===== src/rtl/pll_drp_divider_bank.sv =====
// CMT output-divider bank: DRP register file, lock sequencer and NUM_OUT
// HIGH/LOW/DELAY waveform counters, all on CLKIN.
module pll_drp_divider_bank #(
    parameter int unsigned NUM_OUT     = 6,
    parameter int unsigned CNT_W       = 6,
    parameter int unsigned LOCK_CYCLES = 16
) (
    input  logic               CLKIN,
    input  logic               RST,
    input  logic               PWRDWN,
    input  logic               DEN,
    input  logic               DWE,
    input  logic [6:0]         DADDR,
    input  logic [15:0]        DI,
    output logic [15:0]        DO,
    output logic               DRDY,
    output logic               LOCKED,
    output logic [NUM_OUT-1:0] CLKOUT
);

    localparam int unsigned LCW = $clog2(LOCK_CYCLES + 1);

    typedef enum logic [1:0] {DrpIdle, DrpBusy, DrpAck} drp_state_t;
    typedef enum logic [1:0] {LkReset, LkCount, LkLocked} lock_state_t;
    typedef enum logic [1:0] {ChIdle, ChDelay, ChHigh, ChLow} ch_state_t;

    drp_state_t  drp_q, drp_d;
    lock_state_t lock_q, lock_d;
    logic [LCW-1:0] lcnt_q, lcnt_d;

    logic [6:0]  addr_q;
    logic        we_q;
    logic [15:0] wdata_q;

    logic [NUM_OUT-1:0] oe_q, nocount_q;
    logic [CNT_W-1:0]   high_q  [NUM_OUT];
    logic [CNT_W-1:0]   low_q   [NUM_OUT];
    logic [CNT_W-1:0]   delay_q [NUM_OUT];

    ch_state_t          ch_q [NUM_OUT];
    ch_state_t          ch_d [NUM_OUT];
    logic [CNT_W-1:0]   cc_q [NUM_OUT];
    logic [CNT_W-1:0]   cc_d [NUM_OUT];
    logic [NUM_OUT-1:0] clkout_q, clkout_d;

    logic        mapped, is_reg2, commit, run;
    logic [2:0]  sel_ch;
    logic [15:0] rdata;
    logic        unused_wdata;

    assign unused_wdata = ^wdata_q[15:2*CNT_W+1];

    // Decode of the address latched when the access was accepted.
    always_comb begin
        mapped  = (addr_q >= 7'd8) && (addr_q < 7'(8 + 2 * NUM_OUT));
        is_reg2 = addr_q[0];
        sel_ch  = 3'((addr_q - 7'd8) >> 1);
    end

    always_comb begin
        rdata = '0;
        for (int k = 0; k < NUM_OUT; k++) begin
            if (mapped && sel_ch == 3'(k)) begin
                if (is_reg2) rdata = 16'({nocount_q[k], delay_q[k]});
                else         rdata = 16'({oe_q[k], high_q[k], low_q[k]});
            end
        end
    end

    always_comb begin
        drp_d = drp_q;
        unique case (drp_q)
            DrpIdle: if (DEN) drp_d = DrpBusy;
            DrpBusy: drp_d = DrpAck;
            DrpAck:  drp_d = DrpIdle;
            default: drp_d = DrpIdle;
        endcase
    end

    assign commit = (drp_q == DrpAck) && we_q && mapped;
    assign DRDY   = (drp_q == DrpAck);
    assign DO     = (drp_q == DrpAck && !we_q) ? rdata : '0;

    always_ff @(posedge CLKIN or posedge RST) begin
        if (RST) begin
            drp_q   <= DrpIdle;
            addr_q  <= '0;
            we_q    <= 1'b0;
            wdata_q <= '0;
        end else begin
            drp_q <= drp_d;
            if (drp_q == DrpIdle && DEN) begin
                addr_q  <= DADDR;
                we_q    <= DWE;
                wdata_q <= DI;
            end
        end
    end

    always_ff @(posedge CLKIN or posedge RST) begin
        if (RST) begin
            oe_q      <= '0;
            nocount_q <= '1;
            for (int k = 0; k < NUM_OUT; k++) begin
                high_q[k]  <= CNT_W'(1);
                low_q[k]   <= CNT_W'(1);
                delay_q[k] <= '0;
            end
        end else if (commit) begin
            for (int k = 0; k < NUM_OUT; k++) begin
                if (sel_ch == 3'(k)) begin
                    if (is_reg2) begin
                        nocount_q[k] <= wdata_q[CNT_W];
                        delay_q[k]   <= wdata_q[CNT_W-1:0];
                    end else begin
                        oe_q[k]   <= wdata_q[2*CNT_W];
                        high_q[k] <= wdata_q[2*CNT_W-1:CNT_W];
                        low_q[k]  <= wdata_q[CNT_W-1:0];
                    end
                end
            end
        end
    end

    // A committed write restarts lock even on the terminal-count cycle.
    always_comb begin
        lock_d = lock_q;
        lcnt_d = lcnt_q;
        if (PWRDWN) begin
            lock_d = LkReset;
            lcnt_d = '0;
        end else if (commit) begin
            lock_d = LkCount;
            lcnt_d = '0;
        end else begin
            unique case (lock_q)
                LkReset: begin
                    lock_d = LkCount;
                    lcnt_d = '0;
                end
                LkCount: begin
                    if (lcnt_q == LCW'(LOCK_CYCLES)) lock_d = LkLocked;
                    else                             lcnt_d = lcnt_q + LCW'(1);
                end
                LkLocked: lock_d = LkLocked;
                default:  lock_d = LkReset;
            endcase
        end
    end

    always_ff @(posedge CLKIN or posedge RST) begin
        if (RST) begin
            lock_q <= LkCount;
            lcnt_q <= '0;
        end else begin
            lock_q <= lock_d;
            lcnt_q <= lcnt_d;
        end
    end

    assign LOCKED = (lock_q == LkLocked);

    // Channels follow the next lock state so they start on the edge LOCKED rises.
    assign run = (lock_d == LkLocked);

    always_comb begin
        for (int k = 0; k < NUM_OUT; k++) begin
            ch_d[k]     = ch_q[k];
            cc_d[k]     = cc_q[k] + CNT_W'(1);
            clkout_d[k] = 1'b0;
            if (!run) begin
                ch_d[k] = ChIdle;
                cc_d[k] = '0;
            end else begin
                unique case (ch_q[k])
                    ChIdle: begin
                        cc_d[k] = '0;
                        ch_d[k] = (delay_q[k] != '0) ? ChDelay : ChHigh;
                    end
                    ChDelay: begin
                        if (cc_q[k] == delay_q[k] - CNT_W'(1)) begin
                            ch_d[k] = ChHigh;
                            cc_d[k] = '0;
                        end
                    end
                    ChHigh: begin
                        if (cc_q[k] == high_q[k] - CNT_W'(1)) begin
                            ch_d[k] = ChLow;
                            cc_d[k] = '0;
                        end
                    end
                    ChLow: begin
                        if (cc_q[k] == low_q[k] - CNT_W'(1)) begin
                            ch_d[k] = ChHigh;
                            cc_d[k] = '0;
                        end
                    end
                    default: begin
                        ch_d[k] = ChIdle;
                        cc_d[k] = '0;
                    end
                endcase
            end
            if (ch_d[k] != ChIdle && oe_q[k]) begin
                clkout_d[k] = nocount_q[k] | (ch_d[k] == ChHigh);
            end
        end
    end

    always_ff @(posedge CLKIN or posedge RST) begin
        if (RST) begin
            for (int k = 0; k < NUM_OUT; k++) begin
                ch_q[k] <= ChIdle;
                cc_q[k] <= '0;
            end
            clkout_q <= '0;
        end else begin
            for (int k = 0; k < NUM_OUT; k++) begin
                ch_q[k] <= ch_d[k];
                cc_q[k] <= cc_d[k];
            end
            clkout_q <= clkout_d;
        end
    end

    assign CLKOUT = clkout_q;

endmodule

===== config.mk =====
export PLATFORM = sky130hd
export DESIGN_NAME = pll_drp_divider_bank
export DESIGN_NICKNAME = d
export VERILOG_FILES = /design/src/rtl/pll_drp_divider_bank.sv
export SDC_FILE = /design/constraint.sdc
export NUM_CORES = 1
export LEC_CHECK = 0
export CORE_ASPECT_RATIO = 0.6
export CORE_UTILIZATION = 45
export DETAILED_ROUTE_END_ITERATION = 10
export SYNTH_ARGS = -nofsm -noshare
export SYNTH_HDL_FRONTEND = slang
export SYNTH_SLANG_ARGS = --single-unit
export TNS_END_PERCENT = 10

===== constraint.sdc =====
create_clock -name CLKIN -period 16.65 [get_ports CLKIN]
set_input_delay 1.665 -clock CLKIN [delete_from_list [all_inputs] [get_ports CLKIN]]
set_output_delay 1.665 -clock CLKIN [all_outputs]
set_load 0.03 [all_outputs]

==> results of run 1 <==
-- registers in the layout (all words and copies together), names as in the netlist, 5 cells and up --
signal / flops
cc_q: 36
delay_q: 36
high_q: 36
low_q: 36
wdata_q: 13
ch_q: 12
addr_q: 7
CLKOUT: 6
nocount_q: 6
oe_q: 6
lcnt_q: 5
-- cells by family (layout without fill, tap and decap cells) --
kind of cell | count (synthesis) | after routing
compound gates | 179 | 179
xor+xnor | 160 | 160
fa+ha+maj | 26 | 26
buf+inv | 115 | 138
flops | 204 | 204
mux | 169 | 169
other cells | 1 | 3
simple gates | 302 | 302
-- synthesized netlist by cell type, drive strengths merged, types with 17 or more instances --
library cell	number
nand2	43
mux2i	36
a31oi	17
xor2	68
dfstp	19
inv	51
dfrtp	185
o21ai	21
nand3	27
a22oi	23
nand2b	27
nor3	68
clkbuf	35
nor2	66
mux2	133
a21oi	24
buf	29
o22ai	18
xnor2	92
ha	26
-- worst register-to-register path: stages (launching register included) --
cell	delay, ns
dfrtp_1	0.47
or3b_4	0.47
nand2_2	0.10
a41o_1	0.32
nand2b_2	0.84
inv_1	0.78
and3_1	0.45
a41o_1	0.22
-- metal layers --
| layer | routed length [um] | vias up |
|---|---|---|
| met1 | 17600 | 4347 |
| met3 | 2380 | 34 |
| met5 | 0 | - |
| met4 | 526 | 0 |
| li1 | - | 4158 |
| met2 | 12500 | 261 |
-- area by class of cell --
class,instances,share of cell area [%]
Tap cell,360,3.32
Sequential cell,204,37.8
Clock inverter,8,1.03
Multi-Input combinational cell,839,48.4
Clock buffer,28,4.36
Inverter,51,1.47
Timing Repair Buffer,51,3.65
-- final timing paths --
path | startpoint | end | slack, ns | cells after the start
setup / recovery | addr_q[4]$_DFFE_PP0P_ | DO[5] | 11.29 | 6
hold / removal | drp_q[1]$_DFFE_PP0P_ | drp_q[1]$_DFFE_PP0P_ | 0.49 | 1
setup reg to reg | addr_q[2]$_DFFE_PP0P_ | CLKOUT[0]$_DFF_PP0_ | 12.86 | 7
hold reg to reg | drp_q[1]$_DFFE_PP0P_ | drp_q[1]$_DFFE_PP0P_ | 0.49 | 1
max in group asynchronous | RST | delay_q[20]$_DFFE_PP0P_ | 13.65 | 3
min in group asynchronous | RST | cc_q[32]$_DFF_PP0_ | 1.65 | 2
-- power breakdown --
part	switching [mW]	internal, mW
logic	0.121	0.118
clock network	0.206	0.311
registers	0.0883	0.531
==> qor.yml, run 1 <==
outcome: "completed"
yosysSeqAreaShare_pct: 42.1
path_cells: "nand2b_1 -> nor4_2 -> a22oi_1 -> a21oi_1 -> o31a_1 -> clkdlybuf4s50_1"
drc: 0
first_pass_iters: 8
syn_area_per_cell_um2: 10.5
synth_cells: 1156
worst_pin_slew_ns: 1.21
worstPathArrival_ns: 3.70
coreArea_um2: 26500
overflow: 0
stdcell_count: 1541
grtUsageMet2_pct: 32.2
cts_buffer_depth: 3
worst_path_largest_cell_delay_ns: 1.03
crit_slowest_cell: "nor4_2"
ctsResizeCount: 0
crit_family: "simple AND/OR/NAND/NOR gates"
worst_slack_ns: 11.29
place_area_um2: 12800
grt_setup_unrepaired: "no"
cts-root-buf: "clkbuf_16"
ys_seq_elements: 204
clk_latency_ns: 0.52
whs_ns: 0.490
power_density_nw_per_um2: 101
synth_compound_gate_area_share_pct: 10.6
die-width_um: 214
max_cap_viol_count: 0
cp_max_fo: 14
io_buffer_count: 45
drv_slew: 0
slew_headroom_pct: 18.4
cp-start-kind: "register"
irDropWorstVdd_v: 0.0000745
gp_congestion: 0.897
path_buf_inv: 1
dp_slack_ns: 11.71
ys.flop_type: "dfrtp_1"
final_common_cell: "dfrtp_1"
synth_top_area_share_pct: 38.0
diodes: 0
hp-class: "register to register"
cts_tree: "yes"
track_usage_pct: 24.6
path_clk_slew_ns: 0.07
vias: 8800
fin_skew_ns: 0.0209
p_leak_nw: 5.87
finish.net_count: 1222
synth.cell_area_um2: 12200
grt_antenna_before_repair: 0
numCtsBuffers: 21
h-tree-depth: 1
viasPerCell: 5.71
clock_sinks: 204
wirelength_mm: 33.1
final_util_pct: 51.3
min_period_ns: 5.36
timing.fmax_mhz: 186
grtUsageMet3_pct: 4.86
grtUsageMet1_pct: 40.8
cp.required_ns: 14.98
finalSetupViolCount: 0
synthTopCellsByArea: "dfrtp_1 (38%), mux2_2 (10%), xnor2_1 (6.6%)"
dpl.hpwl_mm: 23.8
die_y_um: 129
top_usage_layer: "met1"
synth_mux_area_share_pct: 15.9
fin_area_um2: 13600
cts_hold_buf: 0
die-area_um2: 27700
drive_gt1_share_pct: 18.0
post_cts_buffers: 0
min_period_over_period_pct: 32.2
pin_count: 52
crit_path_end_kind: "primary output"
final_cell_mix: "dfrtp_1 (184), mux2_2 (113), xnor2_1 (92)"
tns_ns: 0
power_mw: 1.38
rows: 46
initial_core_util_pct: 46.0
grt_max_degree: 83
hold_viol_final: 0
grt_pass1_wl_mm: 52.2
area_growth_pct: 11.5
grt_pass1_vias: 8378
fill_cells: 2412
async_flop_share_pct: 100
regArea_um2: 5130
postRouteAntennaNets: 0
drt_iter0_drc: 696
synth_edf_count: 0
placedCellCount: 1505
wire_per_inst_um: 21.5
synthAdderAreaFrac_pct: 2.67
synth-xor-area-share_pct: 11.5
multi_input_area_um2: 6570
yosys.area_share.simple_pct: 13.1
ys.warnings.count: 0
synth_cell_types: 74
synth_top_family_by_area: "multiplexers"
critPathKind: "register to primary output"
yosys.area.top_type: "dfrtp_1"
Power figures use the tool's default switching activity.
==> run 2: changes to the inputs <==
Clock period 16.65 ns to 5.57 ns, I/O delays scaled along.
==> run 2 against run 1 <==
- global-route usage down 0.23 points
- core utilization down 0.34 points
- first-iteration DRC count increased by 5.3%
==> qor.yml, run 2 (synthesized netlist as in run 1, its figures left out) <==
hp-class: "input pin to async pin"
wirelength_mm: 33.0  # about the same
path_clk_slew_ns: 0.06  # about the same
p_switching_mw: 1.23  # +200%
fin_area_um2: 13500  # -0.65%
finalSetupViolCount: 0  # unchanged
final_util_pct: 50.9  # -0.34 points
critPathKind: "register to primary output"
crit_path_end_kind: "primary output"
drv_slew: 0  # unchanged
h-tree-depth: 1  # unchanged
max_cap_viol_count: 0  # unchanged
path_buf_inv: 1  # unchanged
place_area_um2: 12800  # about the same
drc: 0  # unchanged
clock_sinks: 204  # unchanged
p_clk_share_pct: 34.7  # -2.9 points
die_y_um: 129  # unchanged
pin_count: 52  # unchanged
p_seq_share_pct: 47.7  # +2.6 points
rows: 46  # unchanged
clk_latency_ns: 0.51  # about the same
grt_antenna_before_repair: 0  # unchanged
min_period_over_period_pct: 75.5
outcome: "completed"
cts_hold_buf: 0  # unchanged
worstPathArrival_ns: 3.65  # -0.05 ns
cts_buffer_depth: 3  # unchanged
tns_ns: 0  # unchanged
track_usage_pct: 24.4  # -0.23 points
power_mw: 3.93  # +190%
numCtsBuffers: 21  # unchanged
irDropWorstVdd_v: 0.000180  # +140%
path_cells: "nand2b_1 -> nor4_2 -> a22oi_1 -> a21oi_1 -> o31a_1 -> clkdlybuf4s50_1"
final_common_cell: "dfrtp_1"
min_period_ns: 4.21
vias: 8998  # +2.3%
cp.required_ns: 5.01  # -9.97 ns
slew_headroom_pct: 17.5  # -0.95 points
crit_slowest_cell: "nor4_2"
placedCellCount: 1504  # -0.066%
die-area_um2: 27700  # unchanged
worstReg2RegStart: "addr_q[2]$_DFFE_PP0P_"
grt_setup_unrepaired: "no"
initial_core_util_pct: 46.0  # unchanged
finish.net_count: 1221  # -0.082%
drive_gt1_share_pct: 17.8  # -0.25 points
timing.fmax_mhz: 238
r2r_cells: 7  # unchanged
wire_per_inst_um: 21.4  # about the same
p_comb_share_pct: 17.6  # +0.2 points
worst_pin_slew_ns: 1.23  # +0.0141 ns
intPower_mw: 2.70  # +180%
die-width_um: 214  # unchanged
hold_viol_final: 0  # unchanged
viasPerCell: 5.84  # +2.3%
grt_pass1_vias: 8386  # +0.095%
p_leak_nw: 5.82  # -0.83%
coreArea_um2: 26500  # unchanged
cts_tree: "yes"
cp-start-kind: "register"
worst_path_largest_cell_delay_ns: 1.04  # about the same
dpl.hpwl_mm: 23.5  # -1.0%
reg2reg_to: "CLKOUT[0]$_DFF_PP0_"
swShare_pct: 31.3  # +1.1 points
cp_num_cells: 6  # unchanged
cp_max_fo: 14  # unchanged
first_pass_iters: 5  # -3
cts-root-buf: "clkbuf_16"
grt_max_degree: 166  # +100%
io_buffer_count: 45  # unchanged
crit_start: "addr_q[4]$_DFFE_PP0P_"
postRouteAntennaNets: 0  # unchanged
overflow: 0  # unchanged
stdcell_count: 1541  # unchanged
diodes: 0  # unchanged
ctsResizeCount: 0  # unchanged
r2r_slack_ns: 1.76  # -11.10 ns
power_density_nw_per_um2: 292  # +190%
crit_family: "simple AND/OR/NAND/NOR gates"
post_cts_buffers: 0  # unchanged
drt_iter0_drc: 733  # +5.3%
fin_skew_ns: 0.00949  # -0.0114 ns
final_cell_mix: "dfrtp_1 (184), mux2_2 (113), xnor2_1 (92)"
gp_congestion: 0.924  # +2.9%
grt_pass1_wl_mm: 51.6  # -1.1%
area_growth_pct: 10.8
-- run 2: cell count changes in the layout (fill, tap and decap cells not counted), sizes merged --
cell	previous run	this run
clkinvlp	0	1
bufinv	4	0
clkinv	4	5
clkbuf	28	32
buf	6	5
inv	51	50
-- run 2: worst max path at each step --
stage / slack [ns] / endpoint
floorplan: 2.38 / CLKOUT[0]$_DFF_PP0_
global placement: 1.78 / CLKOUT[0]$_DFF_PP0_
detailed placement: 1.80 / CLKOUT[0]$_DFF_PP0_
CTS: 1.38 / DO[5]
global route: 1.04 / DO[4]
finish: 1.36 / DO[5]
-- run 2: per-stage QoR --
step,hold WS [ns],setup slack (ns)
final,0.310,1.36
after CTS,0.300,1.38
after global placement,0.470,1.78
after global routing,0.323,1.04
after detailed placement,0.473,1.80
after floorplan,0.426,2.38
-- run 2: power groups by stage --
stage | registers [mW] | clock network (mW) | logic (mW)
after floorplan | 1.71 | 0 | 0.622
after global placement | 1.89 | 0 | 0.675
after detailed placement | 1.89 | 0 | 0.690
after CTS | 1.87 | 1.39 | 0.693
after global routing | 1.89 | 1.44 | 0.768
final | 1.88 | 1.36 | 0.694
-- run 2: final cells by class --
cell class	count	area, um2
Clock buffer	32	617
Sequential cell	204	5130
Multi-Input combinational cell	839	6570
Timing Repair Buffer	50	500
Inverter	51	195
Tap cell	360	450
Clock inverter	5	25.0
Fill cell	2427	13000
-- run 2: worst register-to-register path, cell delays in order, from the launching register on --
cell and delay, ns:
dfrtp_1 0.48, or3b_4 0.48, nand2_2 0.10, a41o_1 0.31
nand2b_2 0.92, inv_1 0.78, and3_1 0.44, a41o_1 0.21
-- run 2: routing by layer --
layer / part of all wire, % / vias up / wire (um) / GRT usage [%]
li1: - / 4161 / - / -
met1: 54 / 4542 / 17800 / 40.5
met2: 38 / 258 / 12400 / 31.8
met3: 6.6 / 37 / 2180 / 4.69
met4: 1.7 / 0 / 576 / 4.50
met5: 0 / - / 0 / 0
==> run 3: changes to the inputs <==
Clock period 5.57 ns to 3.4 ns, I/O delays scaled along.
==> run 3 against run 2 <==
- sequential share of layout area fell by 0.51 points
- sequential power rose by 64%
- clock power rose by 70%
- highest routed layer unchanged
- cell count rose by 0.97%
- sequential cell count did not move
- register-to-register slack got worse by 1.1 ns
- critical path depth did not move
==> qor.yml, run 3 (synthesized netlist as in run 1, its figures left out) <==
cts_tree: "yes"
final_cell_mix: "dfrtp_1 (183), mux2_2 (113), xnor2_1 (92)"
dpl.hpwl_mm: 24.4  # +3.6%
grt_max_degree: 63  # -62%
vias: 8971  # -0.30%
die-area_um2: 27700  # unchanged
cts-root-buf: "clkbuf_16"
critPathKind: "register to primary output"
hold_viol_final: 0  # unchanged
diodes: 0  # unchanged
first_pass_iters: 6  # +1
crit_path_end_kind: "primary output"
grt_setup_unrepaired: "no"
path_clk_slew_ns: 0.06  # about the same
worst_path_largest_cell_delay_ns: 0.72  # -0.32 ns
clock_sinks: 204  # unchanged
drt_iter0_drc: 774  # +5.6%
clk_latency_ns: 0.53  # +0.02 ns
wirelength_mm: 33.5  # +1.3%
dp_slack_ns: 0.403  # -1.39 ns
fill_cells: 2415  # -0.49%
coreArea_um2: 26500  # unchanged
placedCellCount: 1518  # +0.93%
area_growth_pct: 12.4
fin_skew_ns: 0.0174  # +0.00787 ns
h-tree-depth: 1  # unchanged
tns_ns: 0  # unchanged
irDropWorstVdd_v: 0.000306  # +71%
track_usage_pct: 24.8  # +0.38 points
p_leak_nw: 6.04  # +3.8%
grt_pass1_wl_mm: 52.4  # +1.4%
min_period_ns: 3.31
postRouteAntennaNets: 0  # unchanged
worst_slack_ns: 0.0917  # -1.27 ns
final_common_cell: "dfrtp_1"
grt_antenna_before_repair: 0  # unchanged
min_period_over_period_pct: 97.3
stdcell_count: 1556  # +0.97%
gp_congestion: 0.960  # +3.9%
viasPerCell: 5.77  # -1.3%
r2r_cells: 8  # +1
drive_gt1_share_pct: 19.0  # +1.2 points
path_cells: "nand2b_1 -> nor3b_2 -> and2_0 -> a22oi_1 -> a31oi_1 -> clkdlybuf4s50_1"
overflow: 0  # unchanged
pin_count: 52  # unchanged
grt_pass1_vias: 8458  # +0.86%
power_density_nw_per_um2: 480  # +65%
hp-class: "input pin to async pin"
drv_slew: 0  # unchanged
cts_buffer_depth: 3  # unchanged
max_cap_viol_count: 0  # unchanged
reg2reg_to: "CLKOUT[4]$_DFF_PP0_"
cp.required_ns: 3.06  # -1.95 ns
timing.fmax_mhz: 302
outcome: "completed"
worstPathArrival_ns: 2.97  # -0.68 ns
numCtsBuffers: 21  # unchanged
drc: 0  # unchanged
finish.net_count: 1235  # +1.1%
wire_per_inst_um: 21.5  # +0.35%
cts_hold_buf: 0  # unchanged
rows: 46  # unchanged
initial_core_util_pct: 46.0  # unchanged
io_buffer_count: 45  # unchanged
die_y_um: 129  # unchanged
finalSetupViolCount: 0  # unchanged
worstReg2RegStart: "addr_q[3]$_DFFE_PP0P_"
cp-start-kind: "register"
worst_pin_slew_ns: 1.02  # -0.211 ns
cp_max_fo: 6  # -8
r2r_slack_ns: 0.69  # -1.07 ns
post_cts_buffers: 0  # unchanged
slew_headroom_pct: 32.2  # +15 points
crit_slowest_cell: "clkdlybuf4s50_1"
die-width_um: 214  # unchanged
run 3: what timing repair did:
| action | in CTS | in global routing |
|---|---|---|
| setup endpoints to repair | 12 | 9 |
| pin swaps | 0 | 0 |
| resized for setup | 8 | 8 |
run 3: layout make-up:
| type | count | area [um2] | share of cell area [%] |
|---|---|---|---|
| inverter | 51 | 195 | 1.43 |
| tap | 360 | 450 | 3.29 |
| sequential | 204 | 5130 | 37.5 |
| timing repair buffer | 64 | 653 | 4.77 |
| multi-input combinational | 839 | 6580 | 48.1 |
| clock buffer | 33 | 611 | 4.46 |
| clock inverter | 5 | 56.3 | 0.412 |
run 3: layer usage:
| layer | vias to the layer above | share of wire (%) | track usage, % |
|---|---|---|---|
| met5 | - | 0 | 0 |
| met4 | 0 | 1.3 | 4.16 |
| met3 | 33 | 7.0 | 4.72 |
| met2 | 272 | 38 | 32.7 |
| met1 | 4478 | 53 | 41.0 |
| li1 | 4188 | - | - |
run 3: worst max-delay path: cells and delay by family, from the launching register on:
family	cells	cell delay, ns
DFF	1	0.39
and+or+nand+nor	3	0.88
AOI/OAI and AO/OA	2	0.44
buffers and inverters	1	0.72
run 3: how the worst max path moves through the flow:
stage	start	to	depth (start not counted)
floorplan	RST	CLKOUT[0]$_DFF_PP0_	1
global placement	addr_q[4]$_DFFE_PP0P_	DO[9]	7
detailed placement	addr_q[4]$_DFFE_PP0P_	DO[9]	7
CTS	addr_q[4]$_DFFE_PP0P_	DO[4]	8
global route	addr_q[4]$_DFFE_PP0P_	DO[7]	6
finish	addr_q[4]$_DFFE_PP0P_	DO[10]	6
run 3: where the power goes:
group          leakage, nW  internal, mW  switching (mW)
registers             2.72          2.60           0.486
logic                 3.00         0.601           0.565
clock network        0.324          1.31           0.996
run 3: stage by stage:
step	hold slack, ns	total power [mW]	cell area [um2]	util, %
detailed placement	0.470	4.27	13000	49.1
floorplan	0.369	3.82	12200	-
global route	0.162	6.85	13700	51.7
CTS	0.142	6.59	13700	51.6
global placement	0.471	4.24	13000	49.1
finish	0.145	6.57	13700	51.7
